File: src/rtl/paeth_sched_pkg.sv
// Shared types for the paeth call sequencer.
// State encoding, index width and result FIFO entry layout.
package paeth_sched_pkg;

    localparam int IDX_W = 32;

    typedef enum logic [1:0] {
        IDLE,
        ISSUE,
        DRAIN,
        DONE
    } sched_state_t;

    typedef struct packed {
        logic [IDX_W-1:0] data;
        logic             last;
    } fifo_entry_t;

endpackage

File: src/rtl/paeth_sched_fifo.sv
// In-order result FIFO for the paeth sequencer.
// Push and pop may coincide even when full.
module paeth_sched_fifo
    import paeth_sched_pkg::*;
#(
    parameter int DEPTH = 4
) (
    input  logic                   clock,
    input  logic                   resetn,
    input  logic                   push,
    input  fifo_entry_t            push_data,
    input  logic                   pop,
    output fifo_entry_t            pop_data,
    output logic [$clog2(DEPTH):0] count,
    output logic                   full,
    output logic                   empty
);

    localparam int AW = $clog2(DEPTH);

    fifo_entry_t    mem_q [DEPTH];
    fifo_entry_t    mem_d [DEPTH];
    logic [AW-1:0]  wr_ptr_q, wr_ptr_d;
    logic [AW-1:0]  rd_ptr_q, rd_ptr_d;
    logic [AW:0]    count_q, count_d;
    logic           do_push;
    logic           do_pop;

    assign full  = (count_q == (AW+1)'(DEPTH));
    assign empty = (count_q == '0);
    assign count = count_q;

    assign do_pop  = pop && !empty;
    assign do_push = push && (!full || do_pop);

    // Output is forced to zero when empty so stale entries never leak out.
    assign pop_data = empty ? '0 : mem_q[rd_ptr_q];

    always_comb begin
        mem_d    = mem_q;
        wr_ptr_d = wr_ptr_q;
        rd_ptr_d = rd_ptr_q;
        count_d  = count_q;
        if (do_push) begin
            mem_d[wr_ptr_q] = push_data;
            wr_ptr_d        = wr_ptr_q + AW'(1);
        end
        if (do_pop) begin
            rd_ptr_d = rd_ptr_q + AW'(1);
        end
        unique case ({do_push, do_pop})
            2'b10:   count_d = count_q + (AW+1)'(1);
            2'b01:   count_d = count_q - (AW+1)'(1);
            default: count_d = count_q;
        endcase
    end

    always_ff @(posedge clock or negedge resetn) begin
        if (!resetn) begin
            for (int i = 0; i < DEPTH; i++) begin
                mem_q[i] <= '0;
            end
            wr_ptr_q <= '0;
            rd_ptr_q <= '0;
            count_q  <= '0;
        end else begin
            mem_q    <= mem_d;
            wr_ptr_q <= wr_ptr_d;
            rd_ptr_q <= rd_ptr_d;
            count_q  <= count_d;
        end
    end

endmodule

File: src/rtl/paeth_call_sched.sv
// Drives the paeth call/return port over an index range and
// streams the returns out in order through a credited FIFO.
module paeth_call_sched
    import paeth_sched_pkg::*;
#(
    parameter int FIFO_DEPTH = 4,
    parameter int CNT_W      = 16
) (
    input  logic             clock,
    input  logic             resetn,
    input  logic             job_valid,
    output logic             job_ready,
    input  logic [IDX_W-1:0] job_base,
    input  logic [CNT_W-1:0] job_count,
    output logic             job_done,
    output logic             pa_start,
    input  logic             pa_busy,
    output logic [IDX_W-1:0] pa_idx,
    input  logic             pa_done,
    output logic             pa_stall,
    input  logic [IDX_W-1:0] pa_returndata,
    output logic             res_valid,
    input  logic             res_ready,
    output logic [IDX_W-1:0] res_data,
    output logic             res_last,
    output logic             err_spurious
);

    localparam int CW = $clog2(FIFO_DEPTH) + 1;

    sched_state_t     state_q, state_d;
    logic [IDX_W-1:0] next_idx_q, next_idx_d;
    logic [CNT_W-1:0] remaining_q, remaining_d;
    logic [CNT_W-1:0] ret_left_q, ret_left_d;
    logic [CW-1:0]    inflight_q, inflight_d;
    logic             err_q, err_d;

    logic [CW-1:0]    fifo_count;
    logic             fifo_full;
    logic             fifo_empty;
    fifo_entry_t      push_entry;
    fifo_entry_t      head;
    logic [CW:0]      credit_used;
    logic             call_acc;
    logic             ret_acc;
    logic             pop;

    assign credit_used = {1'b0, inflight_q} + {1'b0, fifo_count};

    assign job_ready = (state_q == IDLE);
    assign job_done  = (state_q == DONE);
    assign pa_start  = (state_q == ISSUE) && (remaining_q != '0)
                     && (credit_used < (CW+1)'(FIFO_DEPTH));
    assign pa_idx    = next_idx_q;
    // Credits keep a full FIFO from coexisting with pending returns.
    assign pa_stall  = fifo_full && (inflight_q != '0);

    assign call_acc = pa_start && !pa_busy;
    assign ret_acc  = pa_done && !pa_stall && (inflight_q != '0);

    assign push_entry.data = pa_returndata;
    assign push_entry.last = (ret_left_q == CNT_W'(1));

    assign res_valid    = !fifo_empty;
    assign res_data     = head.data;
    assign res_last     = head.last;
    assign pop          = res_valid && res_ready;
    assign err_spurious = err_q;

    paeth_sched_fifo #(
        .DEPTH (FIFO_DEPTH)
    ) u_fifo (
        .clock     (clock),
        .resetn    (resetn),
        .push      (ret_acc),
        .push_data (push_entry),
        .pop       (pop),
        .pop_data  (head),
        .count     (fifo_count),
        .full      (fifo_full),
        .empty     (fifo_empty)
    );

    always_comb begin
        state_d     = state_q;
        next_idx_d  = next_idx_q;
        remaining_d = remaining_q;
        ret_left_d  = ret_left_q;
        inflight_d  = inflight_q;
        err_d       = err_q;

        if (pa_done && (inflight_q == '0)) begin
            err_d = 1'b1;
        end
        if (call_acc) begin
            next_idx_d  = next_idx_q + IDX_W'(1);
            remaining_d = remaining_q - CNT_W'(1);
        end
        if (ret_acc) begin
            ret_left_d = ret_left_q - CNT_W'(1);
        end
        unique case ({call_acc, ret_acc})
            2'b10:   inflight_d = inflight_q + CW'(1);
            2'b01:   inflight_d = inflight_q - CW'(1);
            default: inflight_d = inflight_q;
        endcase

        unique case (state_q)
            IDLE: begin
                if (job_valid) begin
                    next_idx_d  = job_base;
                    remaining_d = job_count;
                    ret_left_d  = job_count;
                    state_d     = (job_count == '0) ? DONE : ISSUE;
                end
            end
            ISSUE: begin
                if (call_acc && (remaining_q == CNT_W'(1))) begin
                    state_d = DRAIN;
                end
            end
            DRAIN: begin
                if (pop && head.last) begin
                    state_d = DONE;
                end
            end
            DONE: begin
                state_d = IDLE;
            end
            default: state_d = IDLE;
        endcase
    end

    always_ff @(posedge clock or negedge resetn) begin
        if (!resetn) begin
            state_q     <= IDLE;
            next_idx_q  <= '0;
            remaining_q <= '0;
            ret_left_q  <= '0;
            inflight_q  <= '0;
            err_q       <= 1'b0;
        end else begin
            state_q     <= state_d;
            next_idx_q  <= next_idx_d;
            remaining_q <= remaining_d;
            ret_left_q  <= ret_left_d;
            inflight_q  <= inflight_d;
            err_q       <= err_d;
        end
    end

endmodule

File: config.mk
export PLATFORM = sky130hd
export DESIGN_NAME = paeth_call_sched
export DESIGN_NICKNAME = d
export VERILOG_FILES = /design/src/rtl/paeth_sched_pkg.sv /design/src/rtl/paeth_sched_fifo.sv /design/src/rtl/paeth_call_sched.sv
export SDC_FILE = /design/constraint.sdc
export NUM_CORES = 1
export LEC_CHECK = 0
export ABC_CLOCK_PERIOD_IN_PS = 4550
export CAP_MARGIN = 20
export CORE_ASPECT_RATIO = 0.6
export CORE_MARGIN = 2
export CORE_UTILIZATION = 40
export CTS_CLUSTER_SIZE = 25
export DETAILED_ROUTE_END_ITERATION = 7
export GPL_ROUTABILITY_DRIVEN = 0
export GPL_TIMING_DRIVEN = 0
export PLACE_DENSITY_LB_ADDON = 0.08
export SLEW_MARGIN = 15
export SYNTH_ARGS = -nofsm -noshare
export SYNTH_HDL_FRONTEND = slang
export SYNTH_SLANG_ARGS = --single-unit
File: constraint.sdc
create_clock -name clock -period 4.55 [get_ports clock]
set_input_delay 0.6825 -clock clock [delete_from_list [all_inputs] [get_ports clock]]
set_output_delay 0.6825 -clock clock [all_outputs]
set_load 0.02 [all_outputs]
==> impl_metrics.toml, run 1 <==
[drt]
drt-pass1-iter-count = 5
num_vias = 7532
drt-vias-per-instance = 5.34
routedWlPerCell_um = 19.0
ant_nets = 0
drc = 0
drtIter0Drc = 594
drt-total-wl_um = 26700

[yosys]
postSynth.asyncResetShare_pct = 100
synthCells = 859
ys_types = 47
synth_xor_xnor_area_share_pct = 4.71
ys_seq_area_share_pct = 50.2
synth_fa_ha_area_share_pct = 2.43
yosys_warnings = 0
syn_avg_cell_area_um2 = 12.1
synth_edf_count = 0
synth-seq-cells = 209
synthSimpleGateAreaFrac_pct = 13.5
synth_ff_type = "dfrtp_1"
synth_compound_area_share_pct = 5.15
synth.area.mux_share_pct = 21.2
synth_nets = 964
synth_top_family_by_area = "multiplexers"
synth_area_mm2 = 0.0104

[clock_network]
clk-insertion-delay-late_ns = 0.53
htreeDepth = 1
path_clk_slew_ns = 0.07
cts_made_buffers = 22
cts_tree = "done"
holdBufCountCts = 0
cts_root_buffer = "clkbuf_16"
post_cts_buffers = 0
ctsResizeCount = 0
max-clock-path-buffers = 3
clock-sinks = 209

[min_path]
hold_path_class = "in2async"

[grt]
grt_use_total_pct = 19.9
grt_pass1_vias = 7503
grt_pass1_wl_um = 42300
grt_max_degree = 101
grt_remaining_overflow = 0
antenna_found_initial = 0

[run_status]
run_status = "finished, final reports clean"

[floorplan]
dieArea_mm2 = 0.0274
rows = 45
die-height_um = 129
start_util_pct = 40.9
fp.dieW_um = 212
core_mm2 = 0.0254
ios = 157

[final_layout]
seq_area_mm2 = 0.00523
final_nets = 1147
antenna_cells = 0
fillers = 2279
final_core_util_pct = 52.3
multi_input_area_mm2 = 0.00489
drive_gt1_share_pct = 21.7
design_area_mm2 = 0.0133
syn_to_final_growth_pct = 27.9

[timing]
slew_violations = 0
hold_viol_final = 0
rsz0062_at_grt = "no"
min_period_over_period_pct = 89.2
worst_pin_slew_ns = 0.963
setup-violations-final = 0
fmax_ghz = 0.246
finalCriticalPeriod_ns = 4.06
max_slew_margin_pct = 35.8
fin_skew_ns = 0.0189

[placed_design]
dp_hpwl_um = 19100
place_area_mm2 = 0.0125
port_buffers = 156

[setup_path]
cp_data_required_time_ns = 3.87
timing.critical_path.cells = "clkbuf_1 > buf_1 > mux4_2 > and2_1 > clkdlybuf4s50_1"
critical_path.startpoint_type = "register"
cp_max_fo = 10
max_stage_delay_ns = 0.78
slowest_stage = "buf_1"
endpoint_kind = "output port"
arrival_ns = 3.38
critical_path_class = "reg2out"

[power_and_ir_drop]
leakage_uw = 0.00522
cellPowerDensity_mw_per_mm2 = 771
peakVddDrop_v = 0.000431

[run]
cap_violations = 0
registers in the layout, summed over array words and instances (netlist names):
signal and count:
ret_left_q 16, u_fifo.wr_ptr_q 2, u_fifo.mem_q 132, remaining_q 16
pa_idx 32, u_fifo.rd_ptr_q 2, inflight_q 3, u_fifo.count 3
state_q 2, err_spurious 1
final cells by class:
type | instances | share of cell area [%]
repair buffers | 159 | 12.2
clock buffers | 28 | 4.60
multi-input cells | 581 | 36.8
inverters | 19 | 0.536
plain buffers | 50 | 1.64
well taps | 352 | 3.31
clock inverters | 12 | 1.66
flip-flops and latches | 209 | 39.3
synth_stat cells, types with 2 or more instances:
| library cell | n | area, um^2 |
|---|---|---|
| a31oi_1 | 14 | 87.6 |
| xor2_1 | 17 | 149 |
| mux4_2 | 33 | 743 |
| nor4_1 | 17 | 106 |
| and4_1 | 3 | 26.3 |
| fa_1 | 2 | 40.0 |
| nor3_1 | 19 | 95.1 |
| dfrtp_1 | 209 | 5230 |
| or4_1 | 14 | 105 |
| o31a_1 | 2 | 17.5 |
| or3_1 | 10 | 62.6 |
| and2_1 | 34 | 213 |
| nor2_1 | 43 | 161 |
| nor4_2 | 6 | 75.1 |
| buf_1 | 5 | 18.8 |
| nand3b_1 | 2 | 15.0 |
| nand2_1 | 46 | 173 |
| buf_2 | 9 | 45.0 |
| nand3_1 | 21 | 105 |
| o21ai_0 | 23 | 115 |
| nand4_1 | 11 | 68.8 |
| mux2_2 | 128 | 1440 |
| ha_1 | 17 | 213 |
| nor4b_1 | 4 | 35.0 |
| mux2i_1 | 2 | 20.0 |
| buf_6 | 2 | 22.5 |
| or2_2 | 3 | 18.8 |
| a21oi_1 | 34 | 170 |
| and3_1 | 7 | 43.8 |
| clkbuf_1 | 33 | 124 |
| inv_1 | 19 | 71.3 |
| o31ai_1 | 12 | 90.1 |
| o21ai_1 | 6 | 30.0 |
| xnor2_1 | 39 | 342 |
final timing paths:
check / startpoint / slack, ns / to / depth (start not counted)
max in group asynchronous: resetn / 3.27 / u_fifo.mem_q[39]$_DFFE_PN0P_ / 3
min in group clock: err_spurious$_DFFE_PN0P_ / 0.47 / err_spurious$_DFFE_PN0P_ / 1
worst max register to register: remaining_q[4]$_DFF_PN0_ / 1.01 / inflight_q[2]$_DFFE_PN0P_ / 9
worst min register to register: err_spurious$_DFFE_PN0P_ / 0.47 / err_spurious$_DFFE_PN0P_ / 1
worst min-delay path: resetn / 0.04 / pa_idx[24]$_DFF_PN0_ / 1
worst max-delay path: u_fifo.rd_ptr_q[0]$_DFFE_PN0P_ / 0.49 / res_data[6] / 5
power by group:
| part | switching (uW) | total [uW] | internal [uW] |
|---|---|---|---|
| combinational | 2200 | 4730 | 2530 |
| sequential | 662 | 3450 | 2790 |
| clock | 787 | 2080 | 1300 |
| total | 3650 | 10300 | 6620 |
cells in the final DEF, fill, tap and decap left out, drive strengths merged, types with 2 or more instances in the layout:
cell and count:
dfrtp 209, clkdlybuf4s50 155, mux2 128, clkbuf 62, nand2 46, nor2 43, xnor2 39, and2 35
a21oi 34, mux4 33, o21ai 29, nor4 24, nand3 21, nor3 20, buf 20, inv 19
xor2 17, ha 17, or4 14, a31oi 14, o31ai 12, nand4 12, or3 10, and3 7
bufinv 6, clkinv 6, nor4b 5, and4 3, or2 3, o31a 2, mux2i 2, nand3b 2
fa 2, or4b 2
worst max-delay path, delay by kind of cell, from the launching register on:
family        cells  cell delay [ns]
buf+inv           3             1.77
flops             1             0.32
mux               1             0.60
simple gates      1             0.17
through the flow:
stage           TNS, ns  setup slack [ns]  cells  power (uW)  hold slack, ns
2_1_floorplan         0              1.87    859        6430           0.387
3_3_place_gp   -1365.89             -6.57   1367        8170           0.444
3_5_place_dp          0             0.938   1369        8240           0.462
4_1_cts               0             0.372   1409       10400          0.0520
5_1_grt               0             0.200   1410       10900          0.0702
6_report              0             0.491   1410       10300          0.0377
routing by layer:
layer  vias to the layer above  routed length (um)  GRT usage [%]
li1                       3500                   -              -
met1                      3850               14300           32.8
met2                       158               10800           27.0
met3                        24                1350           3.73
met4                         0                 301           3.25
met5                         -                   0              0
cells by family (layout without fill, tap and decap cells):
logic type      after synthesis  count (layout)
fa+ha+maj                    19              19
xor+xnor                     56              56
flops                       209             209
mux                         163             163
simple gates                249             249
buf+inv                      69             268
compound gates               94              94
Note: power is estimated with default switching activity, not from simulation.
==> inputs of run 2 (changes only) <==
==> constraint.sdc (replaced) <==
create_clock -name clock -period 4.55 [get_ports clock]
set_input_delay 0.91 -clock clock [delete_from_list [all_inputs] [get_ports clock]]
set_output_delay 0.91 -clock clock [all_outputs]
set_load 0.02 [all_outputs]
==> impl_metrics.toml, run 2 (same netlist as run 1, synthesis figures left out) <==
[run_status]
run_status = "finished, final reports clean"

[setup_path]
endpoint_kind = "output port"
slowest_stage = "buf_1"
crit_buf_inv = 3
worst_path_dominant_cell_family = "buffers and inverters"
critical_path.startpoint_type = "register"
critical_path_class = "reg2out"
cp_max_fo = 10
max_stage_delay_ns = 0.74
arrival_ns = 3.36
timing.critical_path.cells = "clkbuf_1 > buf_1 > mux4_2 > and2_1 > clkdlybuf4s50_1"
r2r_start = "remaining_q[4]$_DFF_PN0_"
startpoint = "u_fifo.rd_ptr_q[0]$_DFFE_PN0P_"
cp_data_required_time_ns = 3.64

[drt]
drc = 0
drtIter0Drc = 594
drt-total-wl_um = 26700
drt-vias-per-instance = 5.34
routedWlPerCell_um = 19.0
drt-pass1-iter-count = 5
ant_nets = 0
num_vias = 7529

[timing]
finalCriticalPeriod_ns = 4.27
min_period_over_period_pct = 93.9
hold-worst-slack_ns = 0.265
rsz0062_at_grt = "no"
setup-violations-final = 0
worst_pin_slew_ns = 0.908
max_slew_margin_pct = 39.5
worst_slack_ns = 0.277
fmax_ghz = 0.234
hold_viol_final = 0
setup_tns_ns = 0
slew_violations = 0
fin_skew_ns = 0.0190

[clock_network]
ctsResizeCount = 0
holdBufCountCts = 0
cts_tree = "done"
cts_made_buffers = 22
path_clk_slew_ns = 0.07
cts_root_buffer = "clkbuf_16"
clk-insertion-delay-late_ns = 0.53
max-clock-path-buffers = 3
htreeDepth = 1
clock-sinks = 209
post_cts_buffers = 0

[power_and_ir_drop]
switching_share_pct = 35.6
comb_power_share_pct = 46.1
cellPowerDensity_mw_per_mm2 = 771
leakage_uw = 0.00522
p_int_uw = 6620
peakVddDrop_v = 0.000431
switching_power_uw = 3650
clockPowerShare_pct = 20.3
power_uw = 10300
seq_power_share_pct = 33.6

[placed_design]
place_area_mm2 = 0.0125
dp_hpwl_um = 19100
dp_worst_setup_slack_ns = 0.711
port_buffers = 156

[grt]
grt_pass1_wl_um = 42300
grt_remaining_overflow = 0
antenna_found_initial = 0
grt_pass1_vias = 7503
grt_max_degree = 101
grt_use_total_pct = 19.9

[final_layout]
syn_to_final_growth_pct = 27.9
layout_common_cells = "209 x dfrtp_1, 155 x clkdlybuf4s50_1, 128 x mux2_2"
final_common_cell = "dfrtp_1"
design_area_mm2 = 0.0133
largest_reg_flops = 132
top_register = "u_fifo.mem_q"
drive_gt1_share_pct = 21.8
final_nets = 1147
antenna_cells = 0

[floorplan]
die-height_um = 129
core_mm2 = 0.0254
fp.dieW_um = 212
rows = 45
dieArea_mm2 = 0.0274
ios = 157
start_util_pct = 40.9

[run]
cap_violations = 0

[min_path]
hold_path_class = "in2async"
-- run 2: cell count changes in the layout (fill, tap and decap cells not counted) --
cell,delta
buf_1,-1
clkbuf_2,+1
-- run 2: path summary, 6_finish.rpt --
path	to	slack (ns)	cells after the start
max in group asynchronous	u_fifo.mem_q[39]$_DFFE_PN0P_	3.05	3
worst max register to register	inflight_q[2]$_DFFE_PN0P_	1.01	9
min in group clock	err_spurious$_DFFE_PN0P_	0.47	1
worst min register to register	err_spurious$_DFFE_PN0P_	0.47	1
worst max-delay path	res_data[21]	0.28	5
worst min-delay path	pa_idx[24]$_DFF_PN0_	0.27	1
-- run 2: metal layers --
metal | track usage [%] | vias to the layer above | wire length, um
met5 | 0 | - | 0
met2 | 27.0 | 157 | 10800
li1 | - | 3501 | -
met1 | 32.8 | 3847 | 14300
met4 | 3.25 | 0 | 301
met3 | 3.73 | 24 | 1340
-- run 2: metrics by stage --
| step | cells | utilization, % |
|---|---|---|
| 2_1_floorplan | 859 | - |
| 3_3_place_gp | 1367 | 48.8 |
| 3_5_place_dp | 1369 | 49.0 |
| 4_1_cts | 1409 | 52.3 |
| 5_1_grt | 1410 | 52.3 |
| 6_report | 1410 | 52.3 |
-- run 2: area by class of cell --
cell class / count / area, um^2
well taps: 352 / 440
repair buffers: 159 / 1630
plain buffers: 50 / 219
clock inverters: 12 / 221
multi-input cells: 581 / 4890
inverters: 19 / 71.3
clock buffers: 28 / 613
flip-flops and latches: 209 / 5230
fillers: 2281 / 12100
-- run 2: power by group through the flow --
stage	Sequential (uW)	Clock, uW	Combinational [uW]
floorplan	3450	0	2980
global placement	3460	0	4710
detailed placement	3460	0	4780
CTS	3440	2130	4800
global route	3580	2220	5130
finish	3450	2080	4730
==> inputs of run 3 (changes only) <==
--- a/config.mk
+++ b/config.mk
@@ -5,12 +5,12 @@
 export SDC_FILE = /design/constraint.sdc
 export NUM_CORES = 1
 export LEC_CHECK = 0
-export ABC_CLOCK_PERIOD_IN_PS = 4550
+export ABC_CLOCK_PERIOD_IN_PS = 4000
 export CAP_MARGIN = 20
 export CORE_ASPECT_RATIO = 0.6
 export CORE_MARGIN = 2
 export CORE_UTILIZATION = 40
-export CTS_CLUSTER_SIZE = 25
+export CTS_CLUSTER_SIZE = 12
 export DETAILED_ROUTE_END_ITERATION = 7
 export GPL_ROUTABILITY_DRIVEN = 0
 export GPL_TIMING_DRIVEN = 0
==> constraint.sdc (replaced) <==
create_clock -name clock -period 4 [get_ports clock]
set_input_delay 0.8 -clock clock [delete_from_list [all_inputs] [get_ports clock]]
set_output_delay 0.8 -clock clock [all_outputs]
set_load 0.02 [all_outputs]
==> impl_metrics.toml, run 3 (same netlist as run 1, synthesis figures left out) <==
[clock_network]
cts_root_buffer = "clkbuf_16"
clk-insertion-delay-late_ns = 0.51
path_clk_slew_ns = 0.06
clock-sinks = 209
holdBufCountCts = 0
cts_tree = "done"
cts_made_buffers = 22
max-clock-path-buffers = 3
htreeDepth = 1
post_cts_buffers = 0

[floorplan]
fp.dieW_um = 212
rows = 45
die-height_um = 129
core_mm2 = 0.0254
start_util_pct = 40.9
dieArea_mm2 = 0.0274
ios = 157

[setup_path]
slowest_stage = "nor4_1"
worst_path_dominant_cell_family = "buffers and inverters"
cp_max_fo = 10
crit_buf_inv = 3
max_stage_delay_ns = 0.60
endpoint_kind = "output port"
r2r_start = "remaining_q[11]$_DFF_PN0_"
critical_path.startpoint_type = "register"
timing.rr.end = "inflight_q[2]$_DFFE_PN0P_"
reg2regPathDepth = 9
timing.critical_path.cells = "nor4_1 > and4_1 > clkbuf_1 > buf_2 > nor3_1 > clkdlybuf4s50_1"
cp_data_required_time_ns = 3.20
critical_path_class = "reg2out"
reg2reg_slack_ns = 0.65
arrival_ns = 2.99

[grt]
grt_pass1_wl_um = 42200
grt_use_total_pct = 19.9
grt_max_degree = 101
grt_pass1_vias = 7499
grt_remaining_overflow = 0
antenna_found_initial = 0

[final_layout]
fillers = 2294
final_core_util_pct = 51.8
antenna_cells = 0
syn_to_final_growth_pct = 26.5
final_nets = 1146
drive_gt1_share_pct = 21.5
final_common_cell = "dfrtp_1"
layout.cells.non_filler = 1402
largest_reg_flops = 132
top_register = "u_fifo.mem_q"
layout_common_cells = "209 x dfrtp_1, 155 x clkdlybuf4s50_1, 128 x mux2_2"

[power_and_ir_drop]
p_int_uw = 7200
leakage_uw = 0.00515
peakVddDrop_v = 0.000483
comb_power_share_pct = 47.6
cellPowerDensity_mw_per_mm2 = 858
switching_power_uw = 4100
seq_power_share_pct = 35.0
switching_share_pct = 36.3
clockPowerShare_pct = 17.5

[timing]
hold_viol_final = 0
max_slew_margin_pct = 48.9
hold-worst-slack_ns = 0.179
min_period_over_period_pct = 94.6
finalCriticalPeriod_ns = 3.79
slew_violations = 0
setup-violations-final = 0
worst_pin_slew_ns = 0.767
fmax_ghz = 0.264
fin_skew_ns = 0.0152
rsz0062_at_grt = "no"

[min_path]
hold_path_class = "in2async"

[drt]
drc = 0
drt-pass1-iter-count = 5
drtIter0Drc = 415
num_vias = 7501
ant_nets = 0
routedWlPerCell_um = 19.0
drt-total-wl_um = 26600
drt-vias-per-instance = 5.35

[placed_design]
dp_cells = 1369
dp_hpwl_um = 19100
port_buffers = 156

[run_status]
run_status = "finished, final reports clean"

[run]
cap_violations = 0
==> run 3: cell count changes in the layout (fill, tap and decap cells not counted), sizes merged <==
cell           previous run  this run
buf                      19        18
bufinv                    6         1
clkbuf                   63        62
clkdlybuf4s15             0         2
clkdlybuf4s18             0         1
clkinv                    6         2
==> run 3: power by group through the flow <==
stage               registers [uW]  clock network [uW]  logic, uW
floorplan                     3920                   0       3390
finish                        3950                1970       5380
global placement              3940                   0       5360
global route                  4100                2120       5820
detailed placement            3940                   0       5440
CTS                           3940                2040       5450
==> run 3: worst max path at each step <==
stage	cells past startpoint	startpoint	to
after global routing	8	remaining_q[0]$_DFF_PN0_	pa_start
after CTS	8	remaining_q[0]$_DFF_PN0_	pa_start
final	6	remaining_q[11]$_DFF_PN0_	pa_start
after floorplan	4	u_fifo.rd_ptr_q[0]$_DFFE_PN0P_	res_data[10]
after global placement	1	resetn	u_fifo.mem_q[107]$_DFFE_PN0P_
after detailed placement	5	u_fifo.rd_ptr_q[0]$_DFFE_PN0P_	res_data[6]
==> run 3: worst register-to-register path, stage by stage, from the launching register on <==
cell	delay, ns
dfrtp_1	0.43
nor4_1	0.60
nand4_1	0.64
nand2_1	0.48
ha_1	0.25
inv_1	0.06
fa_1	0.37
xor2_1	0.15
nor2_1	0.12
xor2_1	0.17
==> run 3: area by class of cell <==
class,instances,area [um^2],area share (%)
Buffer,49,236,1.80
Clock buffer,30,622,4.72
Clock inverter,3,40.0,0.304
Inverter,19,71.3,0.541
Multi-Input combinational cell,581,4910,37.2
Sequential cell,209,5230,39.7
Tap cell,352,440,3.34
Timing Repair Buffer,159,1630,12.3
==> run 3: what timing repair did <==
action | in CTS | in global routing
gates resized for setup | 9 | 2
pin swaps | 0 | 0
setup endpoints to repair | 29 | 1
==> run 3: metrics by stage <==
| step | total power (uW) | instance area, um^2 | TNS (ns) | setup slack (ns) |
|---|---|---|---|---|
| finish | 11300 | 13200 | 0 | 0.215 |
| global route | 12000 | 13200 | 0 | 0.0536 |
| global placement | 9290 | 12400 | -1505.39 | -7.24 |
| detailed placement | 9370 | 12500 | 0 | 0.271 |
| CTS | 11400 | 13200 | 0 | 0.101 |
| floorplan | 7310 | 10400 | 0 | 1.20 |
==> run 3: layer usage <==
layer	track usage (%)	wire (um)	vias to the layer above	share of wire, %
met5	0	0	-	0
met4	3.13	296	0	1.1
met3	3.88	1340	20	5.0
met2	27.1	10800	175	40
met1	32.6	14200	3827	53
li1	-	-	3479	-
